<file path="src/rtl/gpr_arbiter.sv">
// Two-port round-robin arbiter and command sequencer for the 8x16 GPR bank.
// Optional build macro GPR_ARB_FIXED_PRIO_EN selects fixed A-over-B priority.
module gpr_arbiter #(
  parameter int DATA_WIDTH = 16,
  parameter int ADDR_WIDTH = 16
) (
  input  logic                  clk_i,
  input  logic                  reset_i,
  input  logic                  a_req_i,
  input  logic                  a_we_i,
  input  logic [2:0]            a_addr_i,
  input  logic [DATA_WIDTH-1:0] a_wdata_i,
  input  logic                  b_req_i,
  input  logic                  b_we_i,
  input  logic [2:0]            b_addr_i,
  input  logic [DATA_WIDTH-1:0] b_wdata_i,
  output logic                  a_gnt_o,
  output logic                  b_gnt_o,
  output logic                  a_done_o,
  output logic                  b_done_o,
  output logic [DATA_WIDTH-1:0] a_rdata_o,
  output logic [DATA_WIDTH-1:0] b_rdata_o,
  output logic                  gpr_cs_o,
  output logic                  gpr_read_o,
  output logic [ADDR_WIDTH-1:0] gpr_address_o,
  output logic [DATA_WIDTH-1:0] gpr_wdata_o,
  output logic                  gpr_wdata_oe_o,
  input  logic [DATA_WIDTH-1:0] gpr_rdata_i,
  input  logic                  gpr_rdy_i
);

  // state | meaning
  // IDLE  | bank outputs low, waiting for gpr_rdy_i and a request
  // CMD   | first cs cycle, command registers on the bank
  // XFER  | second cs cycle, read data captured on exit
  // RECOV | cs low, done pulse to the owner
  typedef enum logic [1:0] {IDLE, CMD, XFER, RECOV} state_e;

  state_e                state_q, state_d;
  logic                  owner_q, owner_d;   // 0 = A, 1 = B
  logic                  cmd_we_q, cmd_we_d;
  logic [2:0]            cmd_addr_q, cmd_addr_d;
  logic [DATA_WIDTH-1:0] cmd_wdata_q, cmd_wdata_d;
  logic [DATA_WIDTH-1:0] a_rdata_q, a_rdata_d;
  logic [DATA_WIDTH-1:0] b_rdata_q, b_rdata_d;
  logic                  pick_b;
  logic                  start;
  logic                  active;

`ifdef GPR_ARB_FIXED_PRIO_EN
  assign pick_b = ~a_req_i;
`else
  logic last_b_q, last_b_d;
  assign pick_b = b_req_i & (~a_req_i | ~last_b_q);

  always_comb begin
    last_b_d = last_b_q;
    if (state_q == RECOV) last_b_d = owner_q;
  end

  // Reset to B so that A wins the first contention.
  always_ff @(posedge clk_i) begin
    if (reset_i) last_b_q <= 1'b1;
    else         last_b_q <= last_b_d;
  end
`endif

  assign start = (state_q == IDLE) & gpr_rdy_i & (a_req_i | b_req_i);

  always_ff @(posedge clk_i) begin
    if (reset_i) state_q <= IDLE;
    else         state_q <= state_d;
  end

  always_comb begin
    state_d = state_q;
    unique case (state_q)
      IDLE:    if (start) state_d = CMD;
      CMD:     state_d = XFER;
      XFER:    state_d = RECOV;
      RECOV:   state_d = IDLE;
      default: state_d = IDLE;
    endcase
  end

  always_comb begin
    owner_d     = owner_q;
    cmd_we_d    = cmd_we_q;
    cmd_addr_d  = cmd_addr_q;
    cmd_wdata_d = cmd_wdata_q;
    if (start) begin
      owner_d     = pick_b;
      cmd_we_d    = pick_b ? b_we_i    : a_we_i;
      cmd_addr_d  = pick_b ? b_addr_i  : a_addr_i;
      cmd_wdata_d = pick_b ? b_wdata_i : a_wdata_i;
    end
  end

  always_comb begin
    a_rdata_d = a_rdata_q;
    b_rdata_d = b_rdata_q;
    if (state_q == XFER && !cmd_we_q) begin
      if (owner_q) b_rdata_d = gpr_rdata_i;
      else         a_rdata_d = gpr_rdata_i;
    end
  end

  always_ff @(posedge clk_i) begin
    if (reset_i) begin
      owner_q     <= 1'b0;
      cmd_we_q    <= 1'b0;
      cmd_addr_q  <= '0;
      cmd_wdata_q <= '0;
      a_rdata_q   <= '0;
      b_rdata_q   <= '0;
    end else begin
      owner_q     <= owner_d;
      cmd_we_q    <= cmd_we_d;
      cmd_addr_q  <= cmd_addr_d;
      cmd_wdata_q <= cmd_wdata_d;
      a_rdata_q   <= a_rdata_d;
      b_rdata_q   <= b_rdata_d;
    end
  end

  assign active = (state_q == CMD) | (state_q == XFER);

  always_comb begin
    gpr_cs_o       = active;
    gpr_read_o     = active & ~cmd_we_q;
    gpr_wdata_oe_o = active & cmd_we_q;
    gpr_address_o  = active ? {{(ADDR_WIDTH-3){1'b0}}, cmd_addr_q} : '0;
    gpr_wdata_o    = active ? cmd_wdata_q : '0;
    a_gnt_o        = (state_q != IDLE) & ~owner_q;
    b_gnt_o        = (state_q != IDLE) &  owner_q;
    a_done_o       = (state_q == RECOV) & ~owner_q;
    b_done_o       = (state_q == RECOV) &  owner_q;
    a_rdata_o      = a_rdata_q;
    b_rdata_o      = b_rdata_q;
  end

endmodule

</file>
<file path="config.mk">
export PLATFORM = sky130hd
export DESIGN_NAME = gpr_arbiter
export DESIGN_NICKNAME = d
export VERILOG_FILES = /design/src/rtl/gpr_arbiter.sv
export SDC_FILE = /design/constraint.sdc
export NUM_CORES = 1
export LEC_CHECK = 0
export ABC_AREA = 1
export BUFFER_PORTS_ARGS = -buffer_cell sky130_fd_sc_hd__buf_2
export CORE_MARGIN = 4
export CORE_UTILIZATION = 40
export DETAILED_ROUTE_END_ITERATION = 16
export GPL_ROUTABILITY_DRIVEN = 0
export PLACE_DENSITY = 0.82
export SYNTH_ARGS = -nofsm -noshare
export SYNTH_HDL_FRONTEND = slang
export SYNTH_SLANG_ARGS = --single-unit
export TNS_END_PERCENT = 30
</file>
<file path="constraint.sdc">
create_clock -name clk_i -period 1.8 [get_ports clk_i]
set_input_delay 0.18 -clock clk_i [delete_from_list [all_inputs] [get_ports clk_i]]
set_output_delay 0.18 -clock clk_i [all_outputs]
set_load 0.1 [all_outputs]
</file>
# Word-level counts from Yosys, hierarchy flattened
# Index checks and enable logic that the tools add are counted.
# totals
mem_count,0
mem_bits_rw,0
register_bits,56
romBits,0
latch_bits,0
elab_cells,41
out_inout_bits,71
# classes
n_shift,0
n_eq_ne,4
n_lt_le_gt_ge,0
add_sub_neg,0
reduce_logical,6
div_mod_pow,0
bitwise_logic,16
n_mul,0
n_mux,7
# op_table
cell,n
$mux 16,2
$and 1x1->1,9
$pmux 2 s4,1
$mux 3,2
$eq 2x2->1 const B,2
$not 1->1,4
$reduce_and 2->1,2
$or 1x1->1,3
$eq 2x1->1 const B,1
$logic_not 2->1,1
$mux 2,1
$ne 2x2->1 const B,1
$reduce_bool 2->1,1
$logic_and 1x1->1,1
$logic_not 1->1,1
$mux 1,1

# Logic depth before layout (Yosys ltp)
# Gate-level depths: netlist of the first run.
# logic_depth
word_depth,5
depth_mapped,8
depth_no_buf,8

# Worst setup path before layout of the first run
# Ideal clock, no wire load.
# synth_timing
kind,register to output
from,reg state_q[1]
to,out gpr_read_o
stages_incl_launch_ff,5
path_slack_ns,-1.023
arrival_ns,2.643
n_path_buf,0
cell_sequence,dfxtp_1 inv_1 ha_1 inv_1 nor2_1
# synth_via
elab_chain_len,3
elab_cells_between_ends,4
classes_between,eq/ne: 2; bitwise: 2
# synth_rtl
item,line,rtl
start: declaration,39,"state_e state_q, state_d;"
start signal: assignment,72,else state_q <= state_d;
$eq 2x1->1 / $eq 2x2->1 (equally long branches),126,assign active = (state_q == CMD) | (state_q == XFER);
$or 1x1->1 (*),126,
named net gpr_cs_o,23,"output logic gpr_cs_o,"
$and 1x1->1 (*),130,gpr_read_o = active & ~cmd_we_q;
end: declaration,24,"output logic gpr_read_o,"
# The timed path passes the listed nets; every way through them passes the cells marked *.

# Worst setup path after layout of the first run
# layout_timing
from,reg state_q[1]
to,out gpr_read_o
# layout_via
elab_chain_len,3
elab_cells_between_ends,4
classes_between,eq/ne: 2; bitwise: 2
# layout_rtl
item,line
$eq 2x1->1 / $eq 2x2->1 (equally long branches),126
$or 1x1->1 (*),126
$and 1x1->1 (*),130
# Every way passes the cells marked *; elsewhere a longest branch is shown, timed or not.

==> results of run 1 <==
==> worst paths after layout <==
check                        from       endpoint  cells past startpoint
setup / recovery       state_q[1]     gpr_read_o                      5
hold reg to reg      b_rdata_o[5]   b_rdata_o[5]                      2
hold / removal    gpr_rdata_i[14]  a_rdata_o[14]                      3
setup reg to reg       state_q[0]   a_rdata_o[3]                      6
==> metal layers <==
layer,vias to the layer above,GRT usage [%],wire length [um]
met1,1134,20.12,2891
met3,7,6.093,706
met5,-,0,0
met2,119,27.51,3130
met4,0,3.571,61
li1,1408,-,-
==> synth_stat cells, drive strengths merged <==
| library cell | count |
|---|---|
| a21oi | 34 |
| buf | 27 |
| clkbuf | 7 |
| conb | 1 |
| dfxtp | 56 |
| ha | 3 |
| inv | 69 |
| nand2 | 101 |
| nand3 | 5 |
| nor2 | 71 |
| o21ai | 36 |
==> registers in the layout, summed over array words and instances, names as in the netlist <==
name         count
cmd_we_q         1
state_q          2
a_rdata_o       16
last_b_q         1
cmd_addr_q       3
owner_q          1
b_rdata_o       16
cmd_wdata_q     16
==> worst min-delay path, stage by stage <==
cell     delay, ns
buf_2         0.10
nand2_1       0.05
a21oi_1       0.05
==> kinds of logic (layout without fill, tap and decap cells) <==
group                      Yosys count  count (layout)
DFF                                 56              56
other                                1              13
and+or+nand+nor                    177             177
buffers and inverters              103             200
AOI/OAI and AO/OA                   70              70
adders and majority gates            3               3
==> metrics by stage <==
step	setup WS (ns)	std cells	setup TNS, ns
6_report	-0.04807	596	-0.5558
3_5_place_dp	0.2872	588	0
2_1_floorplan	-0.2218	422	-0.7382
4_1_cts	-0.07185	596	-0.9403
5_1_grt	-0.1269	596	-2.139
3_3_place_gp	0.3267	588	0
==> repair_timing <==
item,CTS,global route
endpoints found under the setup margin,21,21
buffers inserted,0,0
gates resized for setup,0,0
==> final cells by class <==
type / instances / area [um^2]
repair buffers: 123 / 970.9
fillers: 579 / 2659
flip-flops and latches: 56 / 1121
well taps: 77 / 96.34
inverters: 69 / 334.1
clock buffers: 6 / 72.57
clock inverters: 2 / 16.27
multi-input cells: 263 / 1152
==> power groups by stage <==
stage	Clock (uW)	Sequential (uW)	Combinational, uW
after global routing	768	1590	3930
after detailed placement	0	1590	3740
after floorplan	0	2110	2310
after CTS	719	1570	3750
final	696	1570	3730
after global placement	0	1590	3700
==> impl_metrics.yaml, run 1 <==
final_layout:
  drive_above_1_share_pct: 30.83
  n_antenna_cell: 0
  area_delta_synth_final_pct: 40.04
  final_util_pct: 58.60
  final_cell_mix: "100 x nand2_1, 96 x buf_2, 68 x nor2_1, 56 x dfxtp_1, 45 x inv_1"
  nNetsFinal: 582
  final_common_cell: "nand2_1"
  post-route-cell-area_um2: 3764
logic_synthesis:
  synth_seq_cells: 56
  yosys.area_share.xor_xnor_pct: 0
  synthMuxAreaShare_pct: 0
  synth_simple_gate_area_share_pct: 25.79
  synth_area_um2: 2688
  synthAdderAreaFrac_pct: 1.397
  synth_area_leaders: "dfxtp_1 42%, nand2_1 14%, nor2_1 9.8%"
  synth_top_area_share_pct: 41.71
  avgSynthCellArea_um2: 6.555
  synth-warning-count: 0
  synth_top_family_by_area: "simple AND/OR/NAND/NOR gates"
  synthCells: 410
  synth_compound_area_share_pct: 13.04
  synth_largest_area_cell: "dfxtp_1"
  synth.distinct_cells: 19
  synth-seq-area-share_pct: 41.71
outcome:
  violations: "negative setup slack"
  status: "finished, violations left"
critical_path:
  worst_path_max_delay_cell: "ha_4"
  critical_path_class: "register to output port"
  required_ns: 1.62
  crit_chain: "inv_1 -> ha_4 -> inv_1 -> nor2_4 -> buf_12"
  critPathTopFamily: "adder cells"
  worstSetupStartpointType: "register"
  slowest_delay_ns: 0.44
  reg2reg_slack_ns: 0.27
  arrival_ns: 1.67
  cp_max_fo: 23
  endpoint_kind: "output port"
  cpMostUsedCell: "inv_1"
  worst-path-buf-inv: 3
timing:
  slew_viol_final: 0
  timing.slew.headroom_pct: 62.41
  fmax_ghz: 0.5411
  hold_viol: 0
  rsz0062_at_grt: "true"
  fin_skew_ns: 0.009122
  finalWorstSetupSlack_ns: -0.04807
  final-setup-viol-count: 21
  worstMarginPinSlew_ns: 0.5630
  period_share_pct: 102.7
  worst_hold_slack_ns: 0.1235
  period_needed_ns: 1.848
clock_network:
  cts_sinks: 56
  clk_pin_slew_ns: 0.10
  cts_hold_buf: 0
  cts_root_buf: "clkbuf_8"
  numCtsBuffers: 5
  clockBufferDepth: 2
  cts_max_level: 2
  insertion_delay_ns: 0.31
  cts_tree: "built"
grt:
  first_global_vias: 2435
  grt.overflow.total: 0
  antenna_found_initial: 0
  grt_pass1_wl_um: 11250
  grt_use_total_pct: 16.39
  grt_max_degree: 42
floorplan:
  rows: 29
  die_w_um: 89.97
  io_pins: 132
  start_util_pct: 41.85
  die_y_um: 89.97
  core_um2: 6422
  die-area_um2: 8095
power:
  switchingPower_uw: 3253
  p_int_uw: 2736
  swShare_pct: 54.31
  total_power_uw: 5989
  sequentialPowerShare_pct: 26.2
  p_leak_uw: 0.001796
  p_comb_share_pct: 62.2
  power.density_nw_per_um2: 1591
  p_clk_share_pct: 11.6
  peakVddDrop_v: 0.001337
drt:
  ant_nets: 0
  wl_per_cell_um: 11.39
  drt_iter0_drc: 53
  wirelength_um: 6790
  detail_route.vias_per_cell: 4.477
  drc: 0
  dr.pass1.iters: 4
  vias: 2668
job:
  drv_cap: 0
place:
  io_buffers: 118
  dpl.hpwl_um: 5004
  postPlaceCellArea_um2: 3675
min_path:
  hold_class: "input port to register"
Power figures use the tool's default switching activity.
==> inputs of run 2 (changes only) <==
PLACE_DENSITY = 0.71   (was 0.82)
==> impl_metrics.yaml, run 2 (synthesis results as in run 1) <==
min_path:
  holdPathStages: 3
  hold_end: "a_rdata_o[3]"
  hp-start: "gpr_rdata_i[3]"
  hold_class: "input port to register"
critical_path:
  critical_path_class: "register to output port"
  reg2reg_slack_ns: 0.32
  worstReg2RegStart: "state_q[0]"
  rr_worst_depth: 8
  cp_max_fo: 23
  rr_endpoint: "cmd_wdata_q[8]"
  required_ns: 1.62
  arrival_ns: 1.62
  endpoint_kind: "output port"
  worstSetupStartpointType: "register"
clock_network:
  post_cts_buffers: 0
  cts_root_buf: "clkbuf_8"
  insertion_delay_ns: 0.32
  cts_sinks: 56
  numCtsBuffers: 5
  clockBufferDepth: 2
  cts_max_level: 2
  clk_pin_slew_ns: 0.10
  cts_tree: "built"
timing:
  timing.slew.headroom_pct: 63.10
  worstMarginPinSlew_ns: 0.5528
  final-setup-viol-count: 3
  hold_viol: 0
  fin_skew_ns: 0.006979
  slew_viol_final: 0
  period_needed_ns: 1.803
  finalWorstSetupSlack_ns: -0.002618
  rsz0062_at_grt: "true"
  fmax_ghz: 0.5547
  period_share_pct: 100.1
outcome:
  status: "finished, violations left"
  violations: "negative setup slack"
floorplan:
  die-area_um2: 8095
  die_y_um: 89.97
  core_um2: 6422
  die_w_um: 89.97
  rows: 29
  start_util_pct: 41.85
  io_pins: 132
final_layout:
  nNetsFinal: 580
  n_antenna_cell: 0
  final_common_cell: "nand2_1"
  n_fill_cell: 609
  drive_above_1_share_pct: 30.75
  area_delta_synth_final_pct: 40.36
  final_cell_mix: "100 x nand2_1, 96 x buf_2, 68 x nor2_1, 55 x dfxtp_1, 45 x inv_1"
drt:
  wl_per_cell_um: 11.32
  drc: 0
  dr.pass1.iters: 4
  detail_route.vias_per_cell: 4.492
  vias: 2668
  drt_iter0_drc: 54
  wirelength_um: 6723
  ant_nets: 0
power:
  total_power_uw: 6107
  p_leak_uw: 0.001801
  power.density_nw_per_um2: 1619
  peakVddDrop_v: 0.001344
grt:
  grt_pass1_wl_um: 11890
  grt_use_total_pct: 17.21
  grt.overflow.total: 0
  antenna_found_initial: 0
  grt_max_degree: 41
  first_global_vias: 2625
place:
  dpl.hpwl_um: 5061
  place_ws_ns: 0.3046
  io_buffers: 118
job:
  drv_cap: 0
## run 2: changes by cell type in the layout (fill, tap and decap cells not counted)
cell        delta
dfxtp_2        +1
buf_4          -2
bufinv_16      +1
dfxtp_1        -1
clkinv_4       -1
clkinvlp_4     -1
inv_6          +1
## run 2: worst max-delay path by stage
stage,start,end,slack (ns),depth (start not counted)
floorplan,state_q[1],a_gnt_o,-0.22,3
global placement,state_q[1],gpr_wdata_o[12],0.33,5
detailed placement,state_q[0],cmd_wdata_q[8],0.30,8
CTS,state_q[0],gpr_wdata_o[6],-0.04,5
global route,state_q[0],gpr_wdata_o[5],-0.13,5
finish,state_q[0],gpr_wdata_o[7],-0.003,5
## run 2: critical path, cell delays in order (launching register included)
cell	delay [ns]
dfxtp_1	0.35
inv_1	0.09
ha_4	0.44
nand2_1	0.14
clkinvlp_4	0.11
buf_12	0.17
## run 2: area by class of cell
class	count	area (um^2)	area share, %
clock buffer	6	72.57	1.924
clock inverter	2	38.79	1.028
inverter	69	334.1	8.856
multi-input combinational	263	1152	30.55
sequential	56	1122	29.75
tap	77	96.34	2.554
timing repair buffer	121	955.9	25.34
## run 2: per-layer routing
layer	part of all wire, %	GRT usage (%)
met1	44	20.88
met2	45	28.70
met3	9.4	6.010
met4	1.4	5.357
met5	0	0
## run 2: repair_timing
item                       in CTS  in global routing
pin swaps                       0                  1
hold buffers                    0                  0
gates cloned                    0                  0
setup endpoints to repair      21                 21
gates resized for setup         1                  0
## run 2: through the flow
step | std cells | utilization [%] | setup TNS, ns | cell area, um^2 | hold slack [ns]
after floorplan | 422 | - | -0.7382 | 2831 | 0.3229
after global placement | 586 | 56.98 | 0 | 3660 | 0.4295
after detailed placement | 586 | 56.98 | 0 | 3660 | 0.4348
after CTS | 594 | 58.74 | -0.5975 | 3772 | 0.09827
after global routing | 594 | 58.74 | -2.378 | 3772 | 0.1104
final | 594 | 58.74 | -0.006232 | 3772 | 0.1115
## run 2: report_power, final
part / internal [uW] / switching (uW)
sequential: 1450 / 117
combinational: 1010 / 2700
clock: 421 / 416
total: 2880 / 3230
==> inputs of run 3 (changes only) <==
PLACE_DENSITY = 0.75   (was 0.71)
SKIP_LAST_GASP = 1   (was unset)
==> impl_metrics.yaml, run 3 (synthesis results as in run 1) <==
outcome:
  status: "complete, no violations"
drt:
  wl_per_cell_um: 11.44
  detail_route.vias_per_cell: 4.470
  ant_nets: 0
  drt_iter0_drc: 69
  dr.pass1.iters: 4
  met2_wirelength_um: 3006
  wirelength_um: 6844
  met3_length_um: 728
  top_layer: "met4"
  wl_met1_um: 3034
  drc: 0
  vias: 2673
final_layout:
  final_common_cell: "nand2_1"
  nNetsFinal: 584
  area_delta_synth_final_pct: 42.46
  final_cell_mix: "100 x nand2_1, 96 x buf_2, 68 x nor2_1, 54 x dfxtp_1, 44 x inv_1"
  n_antenna_cell: 0
  post-route-cell-area_um2: 3829
  drive_above_1_share_pct: 31.86
clock_network:
  numCtsBuffers: 5
  cts_root_buf: "clkbuf_8"
  cts_tree: "built"
  cts_sinks: 56
  cts_max_level: 2
  clk_pin_slew_ns: 0.10
  clockBufferDepth: 2
  insertion_delay_ns: 0.30
  cts_hold_buf: 0
floorplan:
  die_w_um: 89.97
  start_util_pct: 41.85
  rows: 29
  io_pins: 132
  die-area_um2: 8095
  die_y_um: 89.97
  core_um2: 6422
grt:
  first_global_vias: 2417
  grt_use_total_pct: 16.43
  grt_pass1_wl_um: 11250
  antenna_found_initial: 0
  grt.overflow.total: 0
  grt_max_degree: 41
timing:
  period_needed_ns: 1.726
  fin_skew_ns: 0.005094
  final-setup-viol-count: 0
  fmax_ghz: 0.5795
  worst_hold_slack_ns: 0.1268
  period_share_pct: 95.87
  worstMarginPinSlew_ns: 0.5559
  rsz0062_at_grt: "false"
  finalWorstSetupSlack_ns: 0.07428
  hold_viol: 0
  slew_viol_final: 0
  timing.slew.headroom_pct: 62.89
critical_path:
  rr_worst_depth: 6
  slowest_delay_ns: 0.35
  worst_path_max_delay_cell: "dfxtp_2"
  cpMostUsedCell: "buf_12"
  crit_chain: "inv_1 -> ha_4 -> buf_12 -> nand2_1 -> clkinvlp_4 -> buf_12"
  required_ns: 1.62
  worst-path-buf-inv: 4
  arrival_ns: 1.55
  endpoint_kind: "output port"
  cp_max_fo: 11
  critical_path_class: "register to output port"
  cp.depth: 6
  critPathTopFamily: "buffers and inverters"
  worstSetupStartpointType: "register"
power:
  p_leak_uw: 0.001827
  total_power_uw: 6323
  peakVddDrop_v: 0.001041
  power.density_nw_per_um2: 1651
place:
  dpl.hpwl_um: 5167
  postPlaceCellArea_um2: 3667
  io_buffers: 118
  place_ws_ns: 0.3006
job:
  drv_cap: 0
min_path:
  holdPathStages: 3
  hold_class: "input port to register"
run 3: routing by layer:
| layer | vias up | GRT usage, % |
|---|---|---|
| met4 | 0 | 3.189 |
| met2 | 108 | 27.44 |
| met5 | - | 0 |
| met1 | 1142 | 19.77 |
| li1 | 1415 | - |
| met3 | 8 | 7.179 |
run 3: path summary, 6_finish.rpt:
kind                  startpoint              to  slack (ns)
setup / recovery      state_q[1]  gpr_wdata_oe_o        0.07
hold / removal    gpr_rdata_i[7]    a_rdata_o[7]        0.13
setup reg to reg      state_q[0]    a_rdata_o[8]        0.35
hold reg to reg    b_rdata_o[13]   b_rdata_o[13]        0.45
run 3: per-stage QoR:
stage	std cells	utilization, %	setup TNS, ns
6_report	598	59.61	0
5_1_grt	598	59.61	0
4_1_cts	595	58.84	-0.7138
3_5_place_dp	587	57.10	0
3_3_place_gp	587	57.10	0
2_1_floorplan	422	-	-0.7382
run 3: area by class of cell:
cell class	count	area [um^2]
timing repair buffer	125	1011
clock buffer	5	68.82
inverter	69	334.1
tap	77	96.34
fill	584	2594
clock inverter	3	42.54
sequential	56	1124
multi-input combinational	263	1152
run 3: worst register-to-register path, cell delays in order, from the launching register on:
cell	delay, ns
dfxtp_2	0.34
inv_2	0.08
ha_1	0.23
nand3_4	0.20
inv_2	0.28
nand2_1	0.10
a21oi_1	0.15
run 3: what timing repair did:
item | 4_1_cts | 5_1_grt
endpoints found under the setup margin | 21 | 21
setup buffers | 0 | 3
gates resized for setup | 0 | 5
gates cloned | 0 | 0
pin swaps | 1 | 1
run 3: power breakdown:
group          internal, uW  switching, uW
Clock                   412            403
Combinational          1160           2770
Sequential             1450            118
